File: config.mk
export PLATFORM = sky130hd
export DESIGN_NAME = multicycle_control
export DESIGN_NICKNAME = d
export VERILOG_FILES = /design/src/rtl/multicycle_control.sv
export SDC_FILE = /design/constraint.sdc
export NUM_CORES = 1
export LEC_CHECK = 0
export BUFFER_PORTS_ARGS = -buffer_cell sky130_fd_sc_hd__buf_2
export CORE_ASPECT_RATIO = 0.9
export CORE_MARGIN = 5
export CORE_UTILIZATION = 59
export CTS_BUF_LIST = sky130_fd_sc_hd__clkbuf_8
export DETAILED_ROUTE_END_ITERATION = 7
export PLACE_DENSITY = 0.88
export SLEW_MARGIN = 5
export SYNTH_ARGS = -nofsm -noshare
export SYNTH_HDL_FRONTEND = slang
export SYNTH_SLANG_ARGS = --single-unit
File: constraint.sdc
create_clock -name clk -period 2.21 [get_ports clk]
set_input_delay 0 -clock clk [delete_from_list [all_inputs] [get_ports clk]]
set_output_delay 0 -clock clk [all_outputs]
set_load 0.005 [all_outputs]
File: src/rtl/multicycle_control.sv
// Multi-cycle MIPS control unit: sequences FETCH/DECODE/EXEC/MEM/WB with
// variable-latency instruction/data memory handshakes, registers decoded
// datapath fields, and traps on illegal encodings or memory timeouts.
// Optional performance counters are enabled by MULTICYCLE_CONTROL_PERF_EN.
module multicycle_control #(
  parameter int unsigned ALUOP_W     = 6,
  parameter int unsigned MEM_TIMEOUT = 16
`ifdef MULTICYCLE_CONTROL_PERF_EN
  ,
  parameter int unsigned CNT_W       = 32
`endif
) (
  input  logic               clk,
  input  logic               reset,
  input  logic [5:0]         opCode,
  input  logic [5:0]         funct,
  input  logic [4:0]         rt,
  input  logic               imem_ready,
  input  logic               dmem_ready,
  output logic               imem_req,
  output logic               IRWrite,
  output logic               PCWrite,
  output logic [ALUOP_W-1:0] func_in,
  output logic [1:0]         RegDst,
  output logic [1:0]         ALUsrc,
  output logic               RegWrite,
  output logic               MemRead,
  output logic               MemWrite,
  output logic [1:0]         MemtoReg,
  output logic [1:0]         Jump,
  output logic [1:0]         Size_in,
  output logic [2:0]         state,
  output logic               illegal,
  output logic               timeout
`ifdef MULTICYCLE_CONTROL_PERF_EN
  ,
  output logic [CNT_W-1:0]   cyc_cnt,
  output logic [CNT_W-1:0]   instr_cnt
`endif
);

  localparam int unsigned WCNT_W = (MEM_TIMEOUT > 2) ? $clog2(MEM_TIMEOUT) : 1;
  localparam logic [WCNT_W-1:0] WAIT_LAST = WCNT_W'(MEM_TIMEOUT - 1);

  typedef enum logic [2:0] {
    S_FETCH  = 3'd0,
    S_DECODE = 3'd1,
    S_EXEC   = 3'd2,
    S_MEM    = 3'd3,
    S_WB     = 3'd4,
    S_TRAP   = 3'd5
  } state_t;

  // Completion path of an instruction after EXEC.
  typedef enum logic [1:0] {
    C_PCONLY = 2'd0,
    C_WB     = 2'd1,
    C_LOAD   = 2'd2,
    C_STORE  = 2'd3
  } iclass_t;

  state_t            cur, nxt;
  logic [WCNT_W-1:0] wait_cnt, wait_cnt_nxt;
  logic              set_illegal, set_timeout;
  logic              imem_req_c, irwrite_c, pcwrite_c, regwrite_c, memread_c, memwrite_c;

  // Decoder outputs (combinational) and their registered copies
  logic              dec_legal;
  logic [5:0]        dec_func6;
  logic [1:0]        dec_regdst, dec_alusrc, dec_memtoreg, dec_jump, dec_size;
  iclass_t           dec_cls;
  logic [ALUOP_W+5:0] func_ext;

  logic [ALUOP_W-1:0] func_q;
  logic [1:0]        regdst_q, alusrc_q, memtoreg_q, jump_q, size_q;
  iclass_t           cls_q;

  // Instruction decode of opCode/funct/rt into datapath fields and class
  always_comb begin
    dec_legal    = 1'b1;
    dec_func6    = '0;
    dec_regdst   = 2'b00;
    dec_alusrc   = 2'b00;
    dec_memtoreg = 2'b00;
    dec_jump     = 2'b00;
    dec_size     = 2'b00;
    dec_cls      = C_PCONLY;
    case (opCode)
      6'h00: begin
        case (funct)
          6'h00: dec_func6 = 6'b000000;
          6'h08: begin
            dec_func6 = 6'b111010;
            dec_jump  = 2'b10;
          end
          6'h09: begin
            dec_func6    = 6'b111010;
            dec_regdst   = 2'b01;
            dec_memtoreg = 2'b10;
            dec_jump     = 2'b10;
            dec_cls      = C_WB;
          end
          6'h20, 6'h21, 6'h22, 6'h23, 6'h24, 6'h25, 6'h26, 6'h27,
          6'h2A, 6'h2B: begin
            dec_func6  = funct;
            dec_regdst = 2'b01;
            dec_size   = 2'b11;
            dec_cls    = C_WB;
          end
          default: dec_legal = 1'b0;
        endcase
      end
      6'h01: begin
        if (rt == 5'd0)      dec_func6 = 6'b111000;
        else if (rt == 5'd1) dec_func6 = 6'b111001;
        else                 dec_legal = 1'b0;
      end
      6'h02: begin
        dec_func6 = 6'b111010;
        dec_jump  = 2'b01;
      end
      6'h03: begin
        dec_func6    = 6'b111010;
        dec_regdst   = 2'b10;
        dec_memtoreg = 2'b10;
        dec_jump     = 2'b01;
        dec_cls      = C_WB;
      end
      6'h04, 6'h05, 6'h06, 6'h07: dec_func6 = {4'b1111, opCode[1:0]};
      6'h08, 6'h09, 6'h0C, 6'h0D, 6'h0E: begin
        dec_func6  = {2'b10, opCode[3:0]};
        dec_alusrc = 2'b01;
        dec_size   = 2'b11;
        dec_cls    = C_WB;
      end
      6'h0F: begin
        dec_func6  = 6'b100000;
        dec_alusrc = 2'b10;
        dec_size   = 2'b11;
        dec_cls    = C_WB;
      end
      6'h20, 6'h21, 6'h23, 6'h24, 6'h25: begin
        dec_func6    = 6'b100000;
        dec_alusrc   = 2'b01;
        dec_memtoreg = 2'b01;
        dec_size     = (opCode[1:0] == 2'b11) ? 2'b11 : {1'b0, opCode[0]};
        dec_cls      = C_LOAD;
      end
      6'h28, 6'h29, 6'h2B: begin
        dec_func6  = 6'b100000;
        dec_alusrc = 2'b01;
        dec_size   = (opCode[1:0] == 2'b11) ? 2'b11 : {1'b0, opCode[0]};
        dec_cls    = C_STORE;
      end
      default: dec_legal = 1'b0;
    endcase
  end

  // Zero-extend then truncate the 6-bit encoding to the ALU op width
  assign func_ext = {{ALUOP_W{1'b0}}, dec_func6};

  // Decoded field registers, loaded only by a legal DECODE
  always_ff @(posedge clk) begin
    if (reset) begin
      func_q     <= '0;
      regdst_q   <= '0;
      alusrc_q   <= '0;
      memtoreg_q <= '0;
      jump_q     <= '0;
      size_q     <= '0;
      cls_q      <= C_PCONLY;
    end else if (cur == S_DECODE && dec_legal) begin
      func_q     <= func_ext[ALUOP_W-1:0];
      regdst_q   <= dec_regdst;
      alusrc_q   <= dec_alusrc;
      memtoreg_q <= dec_memtoreg;
      jump_q     <= dec_jump;
      size_q     <= dec_size;
      cls_q      <= dec_cls;
    end
  end

  // State, wait counter and sticky error flags
  always_ff @(posedge clk) begin
    if (reset) begin
      cur      <= S_FETCH;
      wait_cnt <= '0;
      illegal  <= 1'b0;
      timeout  <= 1'b0;
    end else begin
      cur      <= nxt;
      wait_cnt <= wait_cnt_nxt;
      if (set_illegal) illegal <= 1'b1;
      if (set_timeout) timeout <= 1'b1;
    end
  end

  // Next-state and strobe generation; strobes forced low while reset is held
  always_comb begin
    nxt          = cur;
    wait_cnt_nxt = '0;
    set_illegal  = 1'b0;
    set_timeout  = 1'b0;
    imem_req_c   = 1'b0;
    irwrite_c    = 1'b0;
    pcwrite_c    = 1'b0;
    regwrite_c   = 1'b0;
    memread_c    = 1'b0;
    memwrite_c   = 1'b0;
    case (cur)
      S_FETCH: begin
        imem_req_c = 1'b1;
        if (imem_ready) begin
          irwrite_c = 1'b1;
          nxt       = S_DECODE;
        end else if (wait_cnt == WAIT_LAST) begin
          set_timeout = 1'b1;
          nxt         = S_TRAP;
        end else begin
          wait_cnt_nxt = wait_cnt + 1'b1;
        end
      end
      S_DECODE: begin
        if (dec_legal) begin
          nxt = S_EXEC;
        end else begin
          set_illegal = 1'b1;
          nxt         = S_TRAP;
        end
      end
      S_EXEC: begin
        case (cls_q)
          C_PCONLY: begin
            pcwrite_c = 1'b1;
            nxt       = S_FETCH;
          end
          C_WB:    nxt = S_WB;
          default: nxt = S_MEM;
        endcase
      end
      S_MEM: begin
        memread_c  = (cls_q == C_LOAD);
        memwrite_c = (cls_q == C_STORE);
        if (dmem_ready) begin
          if (cls_q == C_STORE) begin
            pcwrite_c = 1'b1;
            nxt       = S_FETCH;
          end else begin
            nxt = S_WB;
          end
        end else if (wait_cnt == WAIT_LAST) begin
          set_timeout = 1'b1;
          nxt         = S_TRAP;
        end else begin
          wait_cnt_nxt = wait_cnt + 1'b1;
        end
      end
      S_WB: begin
        regwrite_c = 1'b1;
        pcwrite_c  = 1'b1;
        nxt        = S_FETCH;
      end
      S_TRAP:  nxt = S_TRAP;
      default: nxt = S_TRAP;
    endcase
    if (reset) begin
      imem_req_c = 1'b0;
      irwrite_c  = 1'b0;
      pcwrite_c  = 1'b0;
      regwrite_c = 1'b0;
      memread_c  = 1'b0;
      memwrite_c = 1'b0;
    end
  end

  assign imem_req = imem_req_c;
  assign IRWrite  = irwrite_c;
  assign PCWrite  = pcwrite_c;
  assign RegWrite = regwrite_c;
  assign MemRead  = memread_c;
  assign MemWrite = memwrite_c;
  assign func_in  = func_q;
  assign RegDst   = regdst_q;
  assign ALUsrc   = alusrc_q;
  assign MemtoReg = memtoreg_q;
  assign Jump     = jump_q;
  assign Size_in  = size_q;
  assign state    = cur;

`ifdef MULTICYCLE_CONTROL_PERF_EN
  // Cycle and retired-instruction counters, frozen while trapped
  always_ff @(posedge clk) begin
    if (reset) begin
      cyc_cnt   <= '0;
      instr_cnt <= '0;
    end else if (cur != S_TRAP) begin
      cyc_cnt <= cyc_cnt + 1'b1;
      if (pcwrite_c) instr_cnt <= instr_cnt + 1'b1;
    end
  end
`endif

endmodule
After elaboration in Yosys (flattened, before gate mapping). Index checks and enable logic that the tools add are counted.

Logic and storage cells: 128. Register bits: 27. Bits of input ports: 21. Output and inout bits: 27.

Mux-type cells: 52. Reduce and logical (&&, ||, !) cells: 21. Add/sub/neg operators: 1. Equal/unequal tests: 43.

Operators with widths (number): $eq A6 B6 Y1 const B (18); $eq A6 B4 Y1 const B (8); $pmux W6 S6 (1); $reduce_or A13 Y1 (2); $eq A6 B3 Y1 const B (4); $mux W1 (24); $reduce_or A20 Y1 (1); $mux W3 (5); $pmux W3 S5 (1); $eq A6 B2 Y1 const B (2); $logic_not A6 Y1 (2); $mux W4 (3); $mux W6 (2); $pmux W2 S2 (3); $pmux W2 S3 (2); $pmux W6 S2 (1); $reduce_or A11 Y1 (1); $reduce_or A10 Y1 (1); $reduce_or A5 Y1 (2); $reduce_or A9 Y1 (1); $mux W2 (4); $pmux W2 S4 (1); $pmux W4 S2 (1); $reduce_or A8 Y1 (1); other kinds (21) (26).

Longest topological paths before layout.
Word-level depth: 6. Gate-level depth with buffers: 8.

Least setup slack after synthesis. OpenSTA, ideal clock, no wires.

Path kind: input port to flip-flop. Start point: in funct[4]. End point: reg jump_q[1] (netlist: Jump[1]). Stages on the path: 7. Setup slack: 697 ps. Data arrival time: 1428 ps. Buffers on the path: 1. Library setup time: 85 ps. Required time: 2125 ps. Cell sequence: or2_1 or3_4 o31ai_4 o21a_4 o21ai_4 buf_6 o31ai_2.

Longest elaborated chain between the ends: 5. Elaborated cells on any way between the ends: 20. Those cells by class: 12 x eq/ne; 4 x mux; 4 x reduce/logical.

RTL lines: start: declaration (line 16) `input logic [5:0] funct,`; $eq A6 B6 Y1, or another cell as far along (line 90) `case (funct)`; $reduce_or A13 Y1 (no source line); $mux W1 (line 90); $pmux W1 S3 (line 88) `case (opCode)`; $logic_and A1 B1 Y1 (line 172) `end else if (cur == S_DECODE && dec_legal) begin`; end signal: assignment (line 177) `jump_q <= dec_jump;`; end: declaration (line 75) `logic [1:0] regdst_q, alusrc_q, memtoreg_q, jump_q, size_q;`.

Parallel ways exist; a longest one is shown, timed or not. A chain may end at the register's enable or synchronous reset.

Worst setup path after layout.
Start point: reg cur[1] (netlist: state[1]). End point: reg func_q[2] (netlist: func_in[2]).

Longest elaborated chain between the ends: 2.

RTL lines: start: declaration (line 62) `state_t cur, nxt;`; start signal: assignment (line 191) `cur <= nxt;`; $eq A3 B1 Y1 (line 172); $logic_and A1 B1 Y1 (line 172); end signal: assignment (line 173) `func_q <= func_ext[ALUOP_W-1:0];`; end: declaration (line 74) `logic [ALUOP_W-1:0] func_q;`.

Every way passes these cells.

==> metrics <==
Initial DRT Pass Iterations=4; Num CTS Buffers=3; fmax=554 MHz; Startpoint Class=flop; sequential share of the synthesized area=0.290; clock root buffer=clkbuf_8; CTS Sinks=27; Tot GR Track Use=0.214; CP delay by family, top=simple AND/OR/NAND/NOR gates; DRC violations left=0; Net Count, Synth=244; most frequent cells in the layout=47 x buf_2, 27 x dfxtp_1, 17 x nand2_1, 16 x nor2_1, 13 x nand4b_1; # Post-CTS Setup Buffers=0; H-Tree Depth=1; Clock Pin Slew Worst Setup and Hold Paths=90 ps; Mapped Cells=222; TritonCTS clock tree=done; Unique masters post-synth=62; Post-synth EDFFs=0; Slew Viols, Final=0; element type at the critical path end=flop; Ys Warns=0; slowest CP cell=dfxtp_1; die height=63.3 um; starting density of the core=0.613; FF-to-FF Start=state[1]; crit path from=state[1]; share of cells above drive strength 1=0.319; Routed Antenna Nets=0; syn_area_per_cell=8.40 um2; post-DP HPWL=3.52 mm; CP Max Fanout=14; Clk Latency, worst-skew pair=270 ps; synthesis-to-finish area growth=15.1%; GP Congestion=0.932; Overflow after GRT=0; Mapped Area=1860 um2; wire per inst=15.7 um; outcome=finished clean; smallest hold slack=25.7 ps; top_reg_cell synth=dfxtp_1; pin count of the biggest net entering global routing=24; CTS Buffer Depth=2; Final Hold Fails=0; asr flop ratio synth=0; post-CTS resize count=0; P_leak=0.856 nW; hold buffers post-CTS=0; ANT cells=0; wire length after detailed routing=4.75 mm; hold_sp=opCode[4]; #FFs+latches synth=27; Port Buffers=47; worst rel slew slack=0.623; placed cell count=298; critical path's largest stage delay=470 ps; final setup fails=0; non-filler cells, final=302; critical path arrival=2030 ps; Worst Clk Skew=7.61 ps; WP buf/inv=1; die area=4390 um2; measured slew at the worst slew-check pin=563 ps; critical setup path kind=reg -> reg; number of global-route vias before repair=1679; first-pass GRT wire length=7.99 mm; CP required=2440 ps; fin crit share=0.817; Vias/cell=6.09; Die Width=69.3 um; nets=283; Peak VDD IR=351 uV; total negative setup slack=0 ps; site row count=19; commonest non-fill, non-tap cell in the layout=buf_2; HP Class=in -> reg; via count=1840; CORE AREA=3040 um2; clock period minus worst slack=1810 ps; PwrDens=510 nW/um2; unrepaired setup endpoints after global routing=false; DR iter-0 viols=216; total I/O pin count=48; max-cap violations=0; critical-path cell list=nor3b_4, nand2_2, buf_4, a221oi_1, a31o_2; initial antenna violation count=0
[sequential cells by signal (all words and copies together) (netlist names), 2 cells and up]
name / flops
func_in: 6
wait_cnt: 4
state: 3
ALUsrc: 2
Jump: 2
MemtoReg: 2
RegDst: 2
Size_in: 2
cls_q: 2
[per-layer routing]
metal  vias up  share of wire  GRT usage
met5         -              0          0
met4         0         0.0067     0.0146
met3         6          0.082     0.0652
met1       859           0.44      0.296
li1        914              -          -
met2        61           0.47      0.343
[cells in the mapped netlist (all sizes together) (2+ instances only)]
cell type,instances,area share
a211o,2,0.0094
a21o,2,0.0081
a21oi,12,0.036
a221oi,4,0.022
a22o,2,0.0094
a22oi,2,0.0081
a31o,4,0.019
and2,2,0.0067
and3,4,0.016
buf,8,0.028
clkbuf,10,0.020
dfxtp,27,0.29
inv,8,0.016
nand2,18,0.038
nand2b,7,0.023
nand3,6,0.016
nand4,5,0.017
nand4b,13,0.061
nor2,17,0.043
nor2b,2,0.0067
nor3,6,0.021
nor3b,4,0.022
nor4,4,0.013
o211ai,3,0.015
o21a,3,0.016
o21ai,11,0.036
o22ai,2,0.0067
o311ai,2,0.0094
o31ai,9,0.057
o41ai,2,0.0094
or2,4,0.013
or4,2,0.0081
xnor2,3,0.014
[cells by family after synthesis]
family | synth area share
AOI/OAI and AO/OA | 0.295
adders and majority gates | 0.00671
buffers and inverters | 0.0638
xor gates and xnor gates | 0.0188
DFF | 0.290
and+or+nand+nor | 0.326
[power by group]
part	switching [mW]	internal (mW)
clock	0.150	0.125
sequential	0.0236	0.505
combinational	0.171	0.120
total	0.344	0.750
[final timing paths]
check / cells after the start / slack [ps] / to
worst max-delay path: 5 / 400 / func_in[2]
worst min-delay path: 2 / 30 / ALUsrc[0]
worst max register to register: 5 / 400 / func_in[2]
worst min register to register: 2 / 470 / MemtoReg[1]
[through the flow]
step | power, mW | area, um2 | utilization | setup WS, ps
6_report | 1.09 | 2150 | 0.705 | 404
5_1_grt | 1.15 | 2150 | 0.705 | 278
4_1_cts | 1.09 | 2150 | 0.705 | 410
3_5_place_dp | 0.828 | 2100 | 0.690 | 275
3_3_place_gp | 0.821 | 2100 | 0.690 | 347
2_1_floorplan | 0.737 | 1860 | - | 697
[layout make-up]
cell class / instances / area (um2)
Clock buffer: 3 / 41.3
Clock inverter: 1 / 3.75
Fill cell: 265 / 897
Inverter: 8 / 30.0
Multi-Input combinational cell: 169 / 1200
Sequential cell: 27 / 541
Tap cell: 42 / 52.6
Timing Repair Buffer: 52 / 273
No activity file was read; power rests on OpenSTA's default activity.
